==> src/rtl/lc3_mem_arbiter.sv <==
// ---------------------------------------------------------------------------
// lc3_mem_arbiter
// Shares the single LC-3 memory port between the instruction-fetch requester
// and the load/store (data) requester. Requests are arbitrated round-robin in
// IDLE. The winner's address/write-enable/write-data are latched and held on
// the memory port until mem_ready (or the wait timeout). The result is then
// returned with a one-cycle acknowledge on the winner's port.
//
// Ports:
//   clk, rst_n                    clock (rising edge), async active-low reset
//   if_req/if_addr                fetch request (level) and PC
//   if_ack/if_err/if_rdata        fetch completion pulse, timeout flag, data
//   d_req/d_we/d_addr/d_wdata     data request (level), store flag, MAR, MDR
//   d_ack/d_err/d_rdata           data completion pulse, timeout flag, data
//   mem_en/mem_we/mem_addr/
//   mem_wdata                     memory port command (all registered)
//   mem_rdata/mem_ready           memory read data and completion strobe
//   busy                          high whenever the arbiter is not idle
// ---------------------------------------------------------------------------
module lc3_mem_arbiter #(
  parameter int ADDR_W   = 16,
  parameter int DATA_W   = 16,
  parameter int MAX_WAIT = 255
) (
  input  logic              clk,
  input  logic              rst_n,
  input  logic              if_req,
  input  logic [ADDR_W-1:0] if_addr,
  output logic              if_ack,
  output logic              if_err,
  output logic [DATA_W-1:0] if_rdata,
  input  logic              d_req,
  input  logic              d_we,
  input  logic [ADDR_W-1:0] d_addr,
  input  logic [DATA_W-1:0] d_wdata,
  output logic              d_ack,
  output logic              d_err,
  output logic [DATA_W-1:0] d_rdata,
  output logic              mem_en,
  output logic              mem_we,
  output logic [ADDR_W-1:0] mem_addr,
  output logic [DATA_W-1:0] mem_wdata,
  input  logic [DATA_W-1:0] mem_rdata,
  input  logic              mem_ready,
  output logic              busy
);

  localparam logic [1:0] S_IDLE    = 2'd0;
  localparam logic [1:0] S_GRANT_F = 2'd1;
  localparam logic [1:0] S_GRANT_D = 2'd2;
  localparam logic [1:0] S_RESP    = 2'd3;

  localparam logic GNT_FETCH = 1'b0;
  localparam logic GNT_DATA  = 1'b1;

  // The counter only has to reach MAX_WAIT-1; with no timeout it just wraps.
  localparam int               CNT_W      = (MAX_WAIT > 1) ? $clog2(MAX_WAIT) : 1;
  localparam logic [CNT_W-1:0] WAIT_LAST  = CNT_W'(MAX_WAIT - 1);
  localparam bit               TIMEOUT_EN = (MAX_WAIT != 0);

  logic [1:0]        state_q, state_d;
  logic              last_grant_q, last_grant_d;
  logic [CNT_W-1:0]  wait_cnt_q, wait_cnt_d;
  logic              mem_en_q, mem_en_d;
  logic              mem_we_q, mem_we_d;
  logic [ADDR_W-1:0] mem_addr_q, mem_addr_d;
  logic [DATA_W-1:0] mem_wdata_q, mem_wdata_d;
  logic              if_ack_q, if_ack_d;
  logic              if_err_q, if_err_d;
  logic [DATA_W-1:0] if_rdata_q, if_rdata_d;
  logic              d_ack_q, d_ack_d;
  logic              d_err_q, d_err_d;
  logic [DATA_W-1:0] d_rdata_q, d_rdata_d;
  logic              busy_q, busy_d;

  logic              done_s;
  logic              done_err_s;
  logic [DATA_W-1:0] done_rdata_s;

  // Decide whether the current grant ends on this edge, and with what result.
  always_comb begin
    done_s       = 1'b0;
    done_err_s   = 1'b0;
    done_rdata_s = {DATA_W{1'b0}};
    if (mem_ready) begin
      done_s       = 1'b1;
      done_err_s   = 1'b0;
      // Stores return zero so the data port never sees stale read data.
      done_rdata_s = mem_we_q ? {DATA_W{1'b0}} : mem_rdata;
    end else if (TIMEOUT_EN && (wait_cnt_q == WAIT_LAST)) begin
      done_s       = 1'b1;
      done_err_s   = 1'b1;
    end else begin
      done_s       = 1'b0;
    end
  end

  // Next-state and next-output logic for the arbiter FSM.
  always_comb begin
    state_d      = state_q;
    last_grant_d = last_grant_q;
    wait_cnt_d   = wait_cnt_q;
    mem_en_d     = mem_en_q;
    mem_we_d     = mem_we_q;
    mem_addr_d   = mem_addr_q;
    mem_wdata_d  = mem_wdata_q;
    if_ack_d     = 1'b0;
    if_err_d     = if_err_q;
    if_rdata_d   = if_rdata_q;
    d_ack_d      = 1'b0;
    d_err_d      = d_err_q;
    d_rdata_d    = d_rdata_q;
    busy_d       = busy_q;

    case (state_q)
      S_IDLE: begin
        // Fetch wins when alone, or on a tie if data was granted last.
        if (if_req && (!d_req || (last_grant_q == GNT_DATA))) begin
          state_d      = S_GRANT_F;
          last_grant_d = GNT_FETCH;
          wait_cnt_d   = {CNT_W{1'b0}};
          mem_en_d     = 1'b1;
          mem_we_d     = 1'b0;
          mem_addr_d   = if_addr;
          mem_wdata_d  = {DATA_W{1'b0}};
          busy_d       = 1'b1;
        end else if (d_req) begin
          state_d      = S_GRANT_D;
          last_grant_d = GNT_DATA;
          wait_cnt_d   = {CNT_W{1'b0}};
          mem_en_d     = 1'b1;
          mem_we_d     = d_we;
          mem_addr_d   = d_addr;
          mem_wdata_d  = d_wdata;
          busy_d       = 1'b1;
        end else begin
          state_d      = S_IDLE;
          busy_d       = 1'b0;
        end
      end

      S_GRANT_F, S_GRANT_D: begin
        if (done_s) begin
          state_d  = S_RESP;
          mem_en_d = 1'b0;
          mem_we_d = 1'b0;
          busy_d   = 1'b1;
          if (state_q == S_GRANT_F) begin
            if_ack_d   = 1'b1;
            if_err_d   = done_err_s;
            if_rdata_d = done_rdata_s;
          end else begin
            d_ack_d    = 1'b1;
            d_err_d    = done_err_s;
            d_rdata_d  = done_rdata_s;
          end
        end else begin
          wait_cnt_d = wait_cnt_q + CNT_W'(1'b1);
        end
      end

      S_RESP: begin
        state_d = S_IDLE;
        busy_d  = 1'b0;
      end

      default: begin
        state_d  = S_IDLE;
        mem_en_d = 1'b0;
        mem_we_d = 1'b0;
        busy_d   = 1'b0;
      end
    endcase
  end

  // State and output registers; reset aborts any transfer without an ack.
  always_ff @(posedge clk or negedge rst_n) begin
    if (!rst_n) begin
      state_q      <= S_IDLE;
      last_grant_q <= GNT_DATA;
      wait_cnt_q   <= {CNT_W{1'b0}};
      mem_en_q     <= 1'b0;
      mem_we_q     <= 1'b0;
      mem_addr_q   <= {ADDR_W{1'b0}};
      mem_wdata_q  <= {DATA_W{1'b0}};
      if_ack_q     <= 1'b0;
      if_err_q     <= 1'b0;
      if_rdata_q   <= {DATA_W{1'b0}};
      d_ack_q      <= 1'b0;
      d_err_q      <= 1'b0;
      d_rdata_q    <= {DATA_W{1'b0}};
      busy_q       <= 1'b0;
    end else begin
      state_q      <= state_d;
      last_grant_q <= last_grant_d;
      wait_cnt_q   <= wait_cnt_d;
      mem_en_q     <= mem_en_d;
      mem_we_q     <= mem_we_d;
      mem_addr_q   <= mem_addr_d;
      mem_wdata_q  <= mem_wdata_d;
      if_ack_q     <= if_ack_d;
      if_err_q     <= if_err_d;
      if_rdata_q   <= if_rdata_d;
      d_ack_q      <= d_ack_d;
      d_err_q      <= d_err_d;
      d_rdata_q    <= d_rdata_d;
      busy_q       <= busy_d;
    end
  end

  assign if_ack    = if_ack_q;
  assign if_err    = if_err_q;
  assign if_rdata  = if_rdata_q;
  assign d_ack     = d_ack_q;
  assign d_err     = d_err_q;
  assign d_rdata   = d_rdata_q;
  assign mem_en    = mem_en_q;
  assign mem_we    = mem_we_q;
  assign mem_addr  = mem_addr_q;
  assign mem_wdata = mem_wdata_q;
  assign busy      = busy_q;

endmodule

==> config.mk <==
export PLATFORM = sky130hd
export DESIGN_NAME = lc3_mem_arbiter
export DESIGN_NICKNAME = d
export VERILOG_FILES = /design/src/rtl/lc3_mem_arbiter.sv
export SDC_FILE = /design/constraint.sdc
export NUM_CORES = 1
export LEC_CHECK = 0
export BUFFER_PORTS_ARGS = -buffer_cell sky130_fd_sc_hd__clkbuf_2
export CAP_MARGIN = 20
export CORE_ASPECT_RATIO = 1.2
export CORE_MARGIN = 2
export CORE_UTILIZATION = 52
export CTS_CLUSTER_SIZE = 40
export DETAILED_ROUTE_END_ITERATION = 16
export PLACE_DENSITY = 0.93
export SLEW_MARGIN = 20
export SYNTH_ARGS = -nofsm -noshare
export SYNTH_HDL_FRONTEND = slang
export SYNTH_SLANG_ARGS = --single-unit
==> constraint.sdc <==
create_clock -name clk -period 6.25 [get_ports clk]
set_clock_uncertainty 0.1 [all_clocks]
set_input_delay 0.625 -clock clk [delete_from_list [all_inputs] [get_ports clk]]
set_output_delay 0.625 -clock clk [all_outputs]
set_load 0.1 [all_outputs]
Yosys cells after proc, flatten, opt, wreduce, memory -nomap -nowiden

Cells that the tools add are included.

Register bits after elaboration: 82
Latch bits: 0
Memory bits (writable): 0
Bits in read-only memories: 0
Input bits: 70
Output and inout bits: 71
Word-level logic and storage cells: 70
Memories kept: 0

Add/sub/neg operators: 1
$mul: 0
Divide/modulo/power cells: 0
$lt $le $gt $ge: 0
Equal/unequal tests: 7
Shifts and indexed selects: 0
Mux-type cells: 35
Bitwise operators: 1
Reductions and logical operators: 12

Operators by type and width:

| kind                | number |
|---|---|
| $mux 16             | 6 |
| $mux 8              | 3 |
| $mux 1              | 18 |
| $pmux 8 s2          | 1 |
| $reduce_and 3->1    | 4 |
| $add 8x1->8 const B | 1 |
| $eq 8x8->1 const B  | 1 |
| $mux 2              | 3 |
| $pmux 2 s3          | 1 |
| $eq 2x2->1 const B  | 2 |
| $ne 2x2->1 const B  | 2 |
| $pmux 1 s2          | 2 |
| $reduce_bool 2->1   | 2 |
| $ne 3x3->1 const B  | 1 |
| $pmux 1 s3          | 1 |
| $eq 2x1->1 const B  | 1 |
| $logic_not 2->1     | 1 |
| $reduce_and 2->1    | 1 |
| $reduce_or 2->1     | 1 |
| $logic_and 1x1->1   | 1 |
| $logic_not 1->1     | 1 |
| $logic_or 1x1->1    | 1 |
| $not 1->1           | 1 |

Depth between registers and ports, before layout

Depth after elaboration: 5
Depth in mapped cells: 8
Mapped depth without buffers: 6

Worst setup path before layout

No wires, ideal clock.

Path kind: flip-flop to flip-flop
Start: register state_q[0]
End: register wait_cnt_q[3]
Library setup time: 0.069 ns
Arrival time: 1.804 ns
Data required time: 6.081 ns
Slack: 4.277 ns
Stages on the path, launching flop included: 9
Path buffers: 2
Period minus slack after synthesis: 1.973 ns
Cells stage by stage: dfrtp_1 inv_1 ha_1 clkbuf_4 nor2_1 or2_1 buf_6 or4b_1 nand3_1

Word-level cells in the longest chain between the ends: 4
Elaborated cells between the ends (all ways): 9
Those cells by class: eq/ne: 4; mux: 1; reduce/logical: 4

RTL lines:

| what                                                      | RTL line | RTL |
|---|---|---|
| from (decl)                                               | 61       | `logic [1:0] state_q, state_d;` |
| from (signal assigned)                                    | 194      | `state_q <= state_d;` |
| $eq 2x1->1 or $eq 2x2->1 (tied branches)                  | 115      | `case (state_q)` |
| $reduce_or 2->1                                           | 115      |  |
| $ne 2x2->1 (no line) or $reduce_bool 2->1 (tied branches) | -        |  |
| $reduce_and 3->1 (no line)                                | -        |  |
| to (signal assigned)                                      | 181      | `wait_cnt_q <= {CNT_W{1'b0}};` |
| to (signal assigned)                                      | 196      | `wait_cnt_q <= wait_cnt_d;` |
| to (decl)                                                 | 63       | `logic [CNT_W-1:0] wait_cnt_q, wait_cnt_d;` |

Several ways; a longest one is shown, not always the timed one.
A chain may end at the register's enable or synchronous reset.

Worst setup path after layout

Start: register state_q[0]
End: register d_rdata_q[8], in the netlist d_rdata[8]

Word-level cells in the longest chain between the ends: 3
Elaborated cells between the ends (all ways): 5
Those cells by class: eq/ne: 2; bitwise: 1; reduce/logical: 2

RTL lines:

| what                                         | RTL line | RTL |
|---|---|---|
| $eq 2x1->1 or $eq 2x2->1 (tied branches)     | 115, 148 |  |
| $reduce_or 2->1 or $not 1->1 (tied branches) | -        |  |
| $reduce_and 3->1 (no line) *                 | -        |  |
| to (signal assigned)                         | 191      | `d_rdata_q <= {DATA_W{1'b0}};` |
| to (signal assigned)                         | 206      | `d_rdata_q <= d_rdata_d;` |
| to (decl)                                    | 73       | `logic [DATA_W-1:0] d_rdata_q, d_rdata_d;` |

Mark *: on every way between the ends. The rest lies on a longest branch, timed or not.

==> impl_metrics.toml <==
[clocking]
postCtsSetupBuffers = 0
cts_inserted_buffers = 9
hold_buffers = 0
cts_tree = "built"
root_buffer = "clkbuf_8"
cts-resized-gates = 0
ctsHtreeMaxLevel = 3
insertion_delay_ns = 0.36
clock-sinks = 82
path_clk_slew_ns = 0.09
ctsLongestPathBuffers = 2

[setup_path]
rrSetupSlack_ns = 3.60
crit_fanout = 28
crit_family = "simple AND/OR/NAND/NOR gates"
crit_slowest_cell = "ha_1"
required_ns = 6.44
critPathBufInv = 1
cp.depth = 5
cp_cell_sequence = "inv_1, ha_1, nor2b_1, and3b_1, a22o_1"
start_kind = "flop"
crit_type = "reg2reg"
end_kind = "flop"
cpPeakStageDelay_ns = 0.79
cp.arrival_ns = 2.84
worst-r2r-cell-count = 5

[synthesis]
ys.flop_type = "dfrtp_1"
synth_fp_nets = 367
synth_fa_ha_area_share_pct = 2.12
yosys.area_share.simple_pct = 10.6
synth_seq_area_share_pct = 58.0
synth_cell_types = 53
synth_top_family_by_area = "compound AO/OA/AOI/OAI gates"
async_flop_share_pct = 100
syn_area_per_cell_um2 = 12.2
synthCells = 291
synthMuxAreaShare_pct = 5.48
synth_edf_count = 0
synth_xor_area_share_pct = 0
synth_compound_area_share_pct = 20.2
synth_area_mm2 = 0.00354
ys_seq_elements = 82
yosysWarnings = 0

[sta]
setup_tns_ns = 0
grt_setup_unrepaired = "no"
max_slew_margin_pct = 48.8
setup_viol = 0
fin_crit_sh_pct = 42.5
post-route-min-period_ns = 2.65
worst_slew_pin_slew_ns = 0.766
slew_violations = 0
hold_viol_final = 0
maxClockFrequency_ghz = 0.377

[route]
vias = 2880
drc = 0
first_iter_violations = 184
ant_nets = 0
drtPass1Iterations = 5
wl_per_cell_um = 16.9
vias_per_cell = 5.61
wirelength_um = 8660

[run_status]
status = "finished, final reports clean"

[floorplan]
start_util_pct = 54.2
pin_count = 141
rows = 32
die_w_um = 79.3
core-area_mm2 = 0.00653
die_area_mm2 = 0.00749
fp.dieH_um = 94.4

[global_route]
grt_max_degree = 83
grt_pass1_vias = 2940
grt_overflow = 0
grt_pass1_wl_um = 14000
antenna_found_initial = 0
track_usage_pct = 24.3

[finish]
regArea_mm2 = 0.00205
drive_gt1_share_pct = 41.1
multiInputGateArea_mm2 = 0.00138
diodes = 0
fill_cells = 467
syn_to_final_growth_pct = 26.6
fin_nets = 499

[place]
place_hpwl_um = 5990
place.gp.congestion = 0.783
port_buffers = 140

[flow_run]
maxCapViolCount = 0

[worst_hold_path]
min_path_type = "in2async"
==> worst paths after layout <==
path / start / endpoint
min in group clk: d_wdata[0] / mem_wdata[0]
max: state_q[0] / d_rdata[8]
min reg2reg: mem_addr[6] / mem_addr[6]
min: rst_n / mem_addr[13]
max reg2reg: state_q[0] / d_rdata[8]
max in group asynchronous: rst_n / if_err
==> cell usage in the layout, fill, tap and decap left out, drive strengths merged, types with 2 or more instances in the layout <==
master	netlist	routed
mux2i	16	16
mux2	3	3
a21oi	3	3
a31oi	3	3
clkinvlp	0	2
clkbuf	8	149
and3	2	2
buf	12	2
a22o	49	49
nand3	11	11
or4b	2	2
and4b	2	2
dfrtp	81	81
nor3	2	2
nor3b	2	2
nor2b	3	3
nand2	28	28
and4	2	2
inv	7	10
or2	2	2
a221o	2	2
nor2	2	2
o21ai	25	25
ha	6	6
a41oi	2	2
==> cell usage after synthesis (all sizes together) (2+ instances only) <==
| cell | instances | share of area [%] |
|---|---|---|
| nor2b | 3 | 0.53 |
| or2 | 2 | 0.35 |
| mux2 | 3 | 0.95 |
| ha | 6 | 2.1 |
| buf | 12 | 1.9 |
| a221o | 2 | 0.60 |
| a41oi | 2 | 0.71 |
| mux2i | 16 | 4.5 |
| a22o | 49 | 12 |
| nor2 | 2 | 0.21 |
| o21ai | 25 | 3.5 |
| nor3b | 2 | 0.57 |
| a21oi | 3 | 0.42 |
| nor3 | 2 | 0.28 |
| nand3 | 11 | 1.8 |
| and4b | 2 | 0.60 |
| or4b | 2 | 0.57 |
| dfrtp | 81 | 57 |
| a31oi | 3 | 0.53 |
| inv | 7 | 0.74 |
| clkbuf | 8 | 0.95 |
| nand2 | 28 | 3.0 |
| and4 | 2 | 0.49 |
| and3 | 2 | 0.35 |
==> metrics by stage <==
stage	area [µm²]	instances	util (%)	setup slack, ns	hold WS (ns)
4_1_cts	4440	512	68.0	3.42	0.366
3_3_place_gp	4260	496	65.3	3.20	0.372
5_1_grt	4480	513	68.7	3.35	0.236
6_report	4480	513	68.7	3.60	0.189
2_1_floorplan	3540	291	-	4.28	0.229
3_5_place_dp	4260	496	65.3	3.04	0.377
==> sequential cells by signal, indices dropped and copies added, names as in the netlist, 2 cells and up <==
register	flops
mem_addr	16
mem_wdata	16
state_q	2
wait_cnt_q	8
if_rdata	16
d_rdata	16
==> metal layers <==
metal	wire length (µm)	up-vias	global-route usage (%)
met2	4680	98	40.5
met1	3350	1416	29.8
met5	0	-	0
met4	221	0	12.4
li1	-	1347	-
met3	402	19	5.16
==> layout make-up <==
type                    instances  share of cell area, %
repair buffers                141                   16.4
clock buffers                  10                   2.85
clock inverters                 6                   1.09
multi-input cells             182                   30.9
well taps                      85                   2.37
flip-flops and latches         82                   45.8
inverters                       7                  0.586
==> cells by family (layout without fill, tap and decap cells) <==
| family | Yosys count | count (layout) |
|---|---|---|
| adders and majority gates | 6 | 6 |
| DFF | 82 | 82 |
| AOI/OAI and AO/OA | 92 | 92 |
| and+or+nand+nor | 65 | 65 |
| muxes | 19 | 19 |
| buffers and inverters | 27 | 164 |
Power is left out: the tool's default activity adds up to more than one toggle a clock period on the data nets, which glitch-free logic cannot reach.
